[src/rtl/cnn_layer_accel_seq_pkg.sv]
`default_nettype none
// ============================================================================
// Module      : cnn_layer_accel_seq_pkg
// Description : Shared types and helpers for the weight-sequence controller:
//               FSM state encoding, default issue length, gray stepping.
// Revision    : 1.0 - initial release
// ============================================================================
package cnn_layer_accel_seq_pkg;

    // Issues per kernel-column group
    localparam int unsigned SEQ_LEN_DEFAULT = 5;

    typedef enum logic [1:0] {
        ST_IDLE     = 2'd0,
        ST_ROW_WAIT = 2'd1,
        ST_SEQ      = 2'd2,
        ST_DONE     = 2'd3
    } seq_state_t;

    // Row phase advances 00 -> 01 -> 11 -> 10 -> 00
    function automatic logic [1:0] gray_next(input logic [1:0] gray);
        logic [1:0] nxt;
        case (gray)
            2'b00:   nxt = 2'b01;
            2'b01:   nxt = 2'b11;
            2'b11:   nxt = 2'b10;
            default: nxt = 2'b00;
        endcase
        return nxt;
    endfunction

endpackage
`default_nettype wire

[src/rtl/cnn_layer_accel_wrap_counter.sv]
`default_nettype none
// ============================================================================
// Module      : cnn_layer_accel_wrap_counter
// Description : Enabled up-counter that wraps to zero after its last value.
//               MODULUS > 0 fixes the terminal count at elaboration;
//               MODULUS == 0 takes the terminal count from last_val.
// Revision    : 1.0 - initial release
// ============================================================================
module cnn_layer_accel_wrap_counter #(
    parameter int WIDTH   = 3,
    parameter int MODULUS = 0
) (
    input  logic             clk,
    input  logic             rst,
    input  logic             en,
    input  logic             clr,
    input  logic [WIDTH-1:0] last_val,
    output logic [WIDTH-1:0] count,
    output logic             wrap
);

    localparam logic [WIDTH-1:0] c_FIXED_LAST = (MODULUS > 0) ? WIDTH'(MODULUS - 1) : '0;

    logic [WIDTH-1:0] r_count;
    logic [WIDTH-1:0] w_last;

    assign w_last = (MODULUS > 0) ? c_FIXED_LAST : last_val;
    assign wrap   = en && (r_count == w_last);
    assign count  = r_count;

    // Count enabled events, returning to zero after the terminal value
    always_ff @(posedge clk) begin
        if (rst || clr) begin
            r_count <= '0;
        end else if (en) begin
            r_count <= wrap ? '0 : r_count + 1'b1;
        end
    end

endmodule
`default_nettype wire

[src/rtl/cnn_layer_accel_weight_seq_ctrl.sv]
`default_nettype none
// ============================================================================
// Module      : cnn_layer_accel_weight_seq_ctrl
// Description : Sequences weight-table reads for one CNN layer pass:
//               rows x column-groups x SEQ_LEN issues, with row-buffer
//               handshake, downstream stall and a gray-coded row phase.
// Revision    : 1.0 - initial release
// ============================================================================
module cnn_layer_accel_weight_seq_ctrl
    import cnn_layer_accel_seq_pkg::*;
#(
    parameter int SEQ_LEN = SEQ_LEN_DEFAULT,
    parameter int CNT_W   = 10
) (
    input  logic             clk,
    input  logic             rst,
    input  logic             start,
    input  logic [CNT_W-1:0] cfg_num_rows,
    input  logic [CNT_W-1:0] cfg_num_cols,
    input  logic             row_rdy,
    input  logic             stall,
    output logic             busy,
    output logic             done,
    output logic [1:0]       gray_code,
    output logic             sequence_selector,
    output logic [2:0]       seq_data_addr,
    output logic             seq_valid,
    output logic             wht_addr_valid
);

    localparam int c_ADDR_W = 3;

    seq_state_t       r_state;
    seq_state_t       w_next_state;
    logic [CNT_W-1:0] r_cfg_rows;
    logic [CNT_W-1:0] r_cfg_cols;
    logic [1:0]       r_gray;
    logic             r_sel;
    logic             r_wht_valid;

    logic             w_start_ok;
    logic             w_issue;
    logic             w_addr_wrap;
    logic             w_row_end;
    logic             w_pass_end;
    logic [CNT_W-1:0] w_cols_last;
    logic [CNT_W-1:0] w_rows_last;
    logic [c_ADDR_W-1:0] w_addr_cnt;
    logic [CNT_W-1:0] w_unused_col_cnt;
    logic [CNT_W-1:0] w_unused_row_cnt;

    assign w_start_ok  = (r_state == ST_IDLE) && start;
    assign w_issue     = (r_state == ST_SEQ) && !stall;
    assign w_cols_last = r_cfg_cols - 1'b1;
    assign w_rows_last = r_cfg_rows - 1'b1;

    // Index within the current column group
    cnn_layer_accel_wrap_counter #(
        .WIDTH   (c_ADDR_W),
        .MODULUS (SEQ_LEN)
    ) u_addr_cnt (
        .clk      (clk),
        .rst      (rst),
        .en       (w_issue),
        .clr      (w_start_ok),
        .last_val ({c_ADDR_W{1'b0}}),
        .count    (w_addr_cnt),
        .wrap     (w_addr_wrap)
    );

    // Column group within the current row; its wrap marks the row-final issue
    cnn_layer_accel_wrap_counter #(
        .WIDTH   (CNT_W),
        .MODULUS (0)
    ) u_col_cnt (
        .clk      (clk),
        .rst      (rst),
        .en       (w_addr_wrap),
        .clr      (w_start_ok),
        .last_val (w_cols_last),
        .count    (w_unused_col_cnt),
        .wrap     (w_row_end)
    );

    // Row within the pass; its wrap marks the pass-final issue
    cnn_layer_accel_wrap_counter #(
        .WIDTH   (CNT_W),
        .MODULUS (0)
    ) u_row_cnt (
        .clk      (clk),
        .rst      (rst),
        .en       (w_row_end),
        .clr      (w_start_ok),
        .last_val (w_rows_last),
        .count    (w_unused_row_cnt),
        .wrap     (w_pass_end)
    );

    // State register
    always_ff @(posedge clk) begin
        if (rst) begin
            r_state <= ST_IDLE;
        end else begin
            r_state <= w_next_state;
        end
    end

    // Next-state and state-decoded outputs
    always_comb begin
        w_next_state = r_state;
        busy         = (r_state != ST_IDLE);
        done         = (r_state == ST_DONE);
        seq_valid    = w_issue;
        case (r_state)
            ST_IDLE: begin
                if (start) begin
                    w_next_state = ((cfg_num_rows != '0) && (cfg_num_cols != '0)) ? ST_ROW_WAIT : ST_DONE;
                end
            end
            ST_ROW_WAIT: begin
                if (row_rdy) begin
                    w_next_state = ST_SEQ;
                end
            end
            ST_SEQ: begin
                if (w_row_end) begin
                    w_next_state = w_pass_end ? ST_DONE : ST_ROW_WAIT;
                end
            end
            ST_DONE: begin
                w_next_state = ST_IDLE;
            end
            default: begin
                w_next_state = ST_IDLE;
            end
        endcase
    end

    // Pass configuration is captured only when a start is accepted
    always_ff @(posedge clk) begin
        if (rst) begin
            r_cfg_rows <= '0;
            r_cfg_cols <= '0;
        end else if (w_start_ok) begin
            r_cfg_rows <= cfg_num_rows;
            r_cfg_cols <= cfg_num_cols;
        end
    end

    // Row phase: restarts each pass, steps after every row-final issue
    always_ff @(posedge clk) begin
        if (rst || w_start_ok) begin
            r_gray <= 2'b00;
        end else if (w_row_end) begin
            r_gray <= gray_next(r_gray);
        end
    end

    // Column-group parity: flips per group, forced back to 1 at each row start
    always_ff @(posedge clk) begin
        if (rst || w_start_ok || w_row_end) begin
            r_sel <= 1'b1;
        end else if (w_addr_wrap) begin
            r_sel <= ~r_sel;
        end
    end

    // Align issue strobe with the registered weight-table read data
    always_ff @(posedge clk) begin
        if (rst) begin
            r_wht_valid <= 1'b0;
        end else begin
            r_wht_valid <= w_issue;
        end
    end

    assign gray_code         = r_gray;
    assign sequence_selector = r_sel;
    assign seq_data_addr     = w_addr_cnt;
    assign wht_addr_valid    = r_wht_valid;

endmodule
`default_nettype wire

[config.mk]
export PLATFORM = sky130hd
export DESIGN_NAME = cnn_layer_accel_weight_seq_ctrl
export DESIGN_NICKNAME = d
export VERILOG_FILES = /design/src/rtl/cnn_layer_accel_seq_pkg.sv /design/src/rtl/cnn_layer_accel_wrap_counter.sv /design/src/rtl/cnn_layer_accel_weight_seq_ctrl.sv
export SDC_FILE = /design/constraint.sdc
export NUM_CORES = 1
export LEC_CHECK = 0
export BUFFER_PORTS_ARGS = -buffer_cell sky130_fd_sc_hd__buf_4
export CAP_MARGIN = 0
export CORE_MARGIN = 3
export CORE_UTILIZATION = 50
export DETAILED_ROUTE_END_ITERATION = 8
export PLACE_DENSITY = 0.83
export SYNTH_ARGS = -nofsm -noshare
export SYNTH_HDL_FRONTEND = slang
export SYNTH_HIERARCHICAL = 1
export SYNTH_SLANG_ARGS = --single-unit
[constraint.sdc]
create_clock -name clk -period 8.7 [get_ports clk]
set_clock_uncertainty 0.1 [all_clocks]
set_input_delay 0 -clock clk [delete_from_list [all_inputs] [get_ports clk]]
set_output_delay 0 -clock clk [all_outputs]
set_load 0.01 [all_outputs]
==> summary.md <==
| Metric | Value |
|---|---|
| Tightest Hold Check Type | in2reg |
| CTS Buf Count | 5 |
| Setup tns final | 0 ns |
| CTS H-Tree Depth | 2 |
| I/O Buffers | 34 |
| Sw power | 0.151 mW |
| DRC Markers | 0 |
| TritonCTS clock tree | done |
| DR iter-0 viols | 184 |
| Vias per cell | about 5.7 |
| Post-CTS setup buffer count | 0 |
| Status | finished, final reports clean |
| Syn_area_per_cell | 8.47 sq um |
| CP required | slightly below 9 ns |
| Peak supply drop | 0.000141 V |
| Least-Margin Pin Slew | 0.759 ns |
| Switching part of the total | 0.292 |
| WL per Instance | approximately 16 microns |
| Routed WL | 7640 microns |
| Final hold violations | 0 |
| Critical path class | reg2reg |
| R2R setup slack | 5.39 ns |
| Max_slew headroom | 0.494 |
| Pwr dens | 147 nW/um^2 |
| Endpoint, Worst Hold | r_state[1]$_SDFFE_PP0P_ |
| Clock period minus worst slack | between 3 and 4 ns |
| Reg2Reg Depth | 14 |
| DIE HEIGHT | 79.6 microns |
| Clk slew on worst S/H paths | 0.09 ns |
| Post-Place Worst Slack | 5.56 ns |
| Maximum clock frequency | 0.302 GHz |
| GPL Wtd Cong | 0.834 |
| TritonRoute pass-1 iters | 5 |
| Die X | ~80 microns |
| WHS Path Cells | 4 |
| Grt ovf | 0 |
| CP Launch Type | flop |
| Reg-to-Reg Start | r_cfg_cols[0]$_SDFFE_PP0P_ |
| Gr usage total | 0.252 |
| Initial Util | 0.524 |
| Routed vias | 2649 |
| CTS Hold Bufs | 41 |
| Maxcap violations | 0 |
| Mapped Area | 2710 sq um |
| Clk Latency, worst-skew pair | a little over 0.3 ns |
| Ports | 35 |
| First-pass GRT wire length | 12500 microns |
| Fin. max-slew vios | 0 |
| Clock network power share | 0.290 |
| Leakage | about 1.4 nW |
| Hold slack | approximately 0.18 ns |
| Row Count | 26 |
| Clk sinks | between 40 and 50 |
| Layout cells sized above 1 | 0.140 |
| Finished Layout Cells | approximately 460 |
| Most frequent cells in the layout | nand2_1 (50), dfxtp_1 (49), dlygate4sd3_1 (41) |
| Routed Antenna Nets | 0 |
| Mapped Cells | 320 |
| Setup ws final | approximately 5.4 ns |
| Post-CTS Resized | 0 |
| CP Data Arrival Time | 3.44 ns |
| Gate power share | 0.242 |
| Crit share post-route | 0.381 |
| HP Start | start |
| Ant diodes | 0 |
| DPL Wire Length | about 4300 microns |
| Worst setup EP type | flop |
| # nets final | 423 |
| Crit Path Max Fanout | 15 |
| Die area | 6340 sq um |
| Core region area | ~5200 sq um |
| Most common cell after layout, fill and taps aside | nand2_1 |
| Synth warnings | 6 |
| Sequential fraction of design power | 0.468 |
| Final Setup Violations | 0 |
| Initial antenna violation count | 0 |
| Internal power | about 0.37 mW |
| RSZ-0062 raised after global routing | false |
| Largest net degree at the start of global routing | 31 |
| Worst r2r dst | r_state[1]$_SDFFE_PP0P_ |
| CTS max path bufs | 2 |
| Area Overhead vs Synth | 29.5% |
| Root Buffer | clkbuf_8 |
| Total power | 0.518 mW |
| Vias in the first global route | 2677 |
| Placed instance count | 414 |
| Synthesized Nets | 351 |
==> worst max-delay path by stage <==
| stage | startpoint | endpoint | slack (ns) |
|---|---|---|---|
| 4_1_cts | r_cfg_cols[0]$_SDFFE_PP0P_ | u_row_cnt/count[1]$_SDFFE_PP0P_ | 5.42 |
| 2_1_floorplan | r_cfg_cols[0]$_SDFFE_PP0P_ | r_state[1]$_SDFFE_PP0P_ | 5.44 |
| 5_1_grt | r_cfg_cols[0]$_SDFFE_PP0P_ | r_state[1]$_SDFFE_PP0P_ | 5.18 |
| 3_3_place_gp | r_cfg_cols[2]$_SDFFE_PP0P_ | u_row_cnt/count[1]$_SDFFE_PP0P_ | 5.64 |
| 3_5_place_dp | r_cfg_cols[0]$_SDFFE_PP0P_ | r_state[1]$_SDFFE_PP0P_ | 5.56 |
| 6_report | r_cfg_cols[0]$_SDFFE_PP0P_ | r_state[1]$_SDFFE_PP0P_ | 5.39 |
==> final cells by class <==
cell class | count | area, sq um
Fill cell | 334 | 1660
Multi-Input combinational cell | 245 | 1610
Sequential cell | 49 | 981
Timing Repair Buffer | 76 | 673
Clock buffer | 7 | 96.3
Tap cell | 70 | 87.6
Inverter | 15 | 56.3
Clock inverter | 1 | 5.00
==> registers in the layout, summed over array words and instances (netlist names) <==
register	count
gray_code	2
r_state	2
u_col_cnt/count	10
u_addr_cnt/count	3
r_cfg_rows	10
sequence_selector	1
r_cfg_cols	10
wht_addr_valid	1
u_row_cnt/count	10
==> worst max-delay path: stages, from the launching register on <==
cell,delay (ns)
dfxtp_1,0.34
inv_1,0.09
ha_1,0.20
or4b_1,0.50
nor2_1,0.14
xor2_1,0.20
xnor2_1,0.15
nand4_1,0.22
nor3_1,0.19
buf_4,0.23
nand4_1,0.24
nor3_1,0.19
nand2b_1,0.13
a2bb2oi_1,0.07
a211oi_1,0.23
==> power groups by stage <==
stage,Combinational [mW],Sequential [mW],Clock (mW)
after floorplan,0.0800,0.243,0
after global placement,0.0997,0.245,0
after detailed placement,0.102,0.246,0
after CTS,0.119,0.241,0.148
after global routing,0.134,0.243,0.160
final,0.125,0.242,0.150
==> per-layer routing <==
layer,part of all wire,GRT usage,up-vias
met5,0,0,-
met2,0.49,0.437,152
met1,0.39,0.285,1227
met3,0.072,0.0451,41
met4,0.048,0.151,0
li1,-,-,1229
==> per-stage QoR <==
stage / area [sq um] / util
global placement: 3000 / 0.580
floorplan: 2710 / -
global route: 3510 / 0.679
detailed placement: 3000 / 0.580
finish: 3510 / 0.679
CTS: 3510 / 0.679
Power figures use the tool's default switching activity.
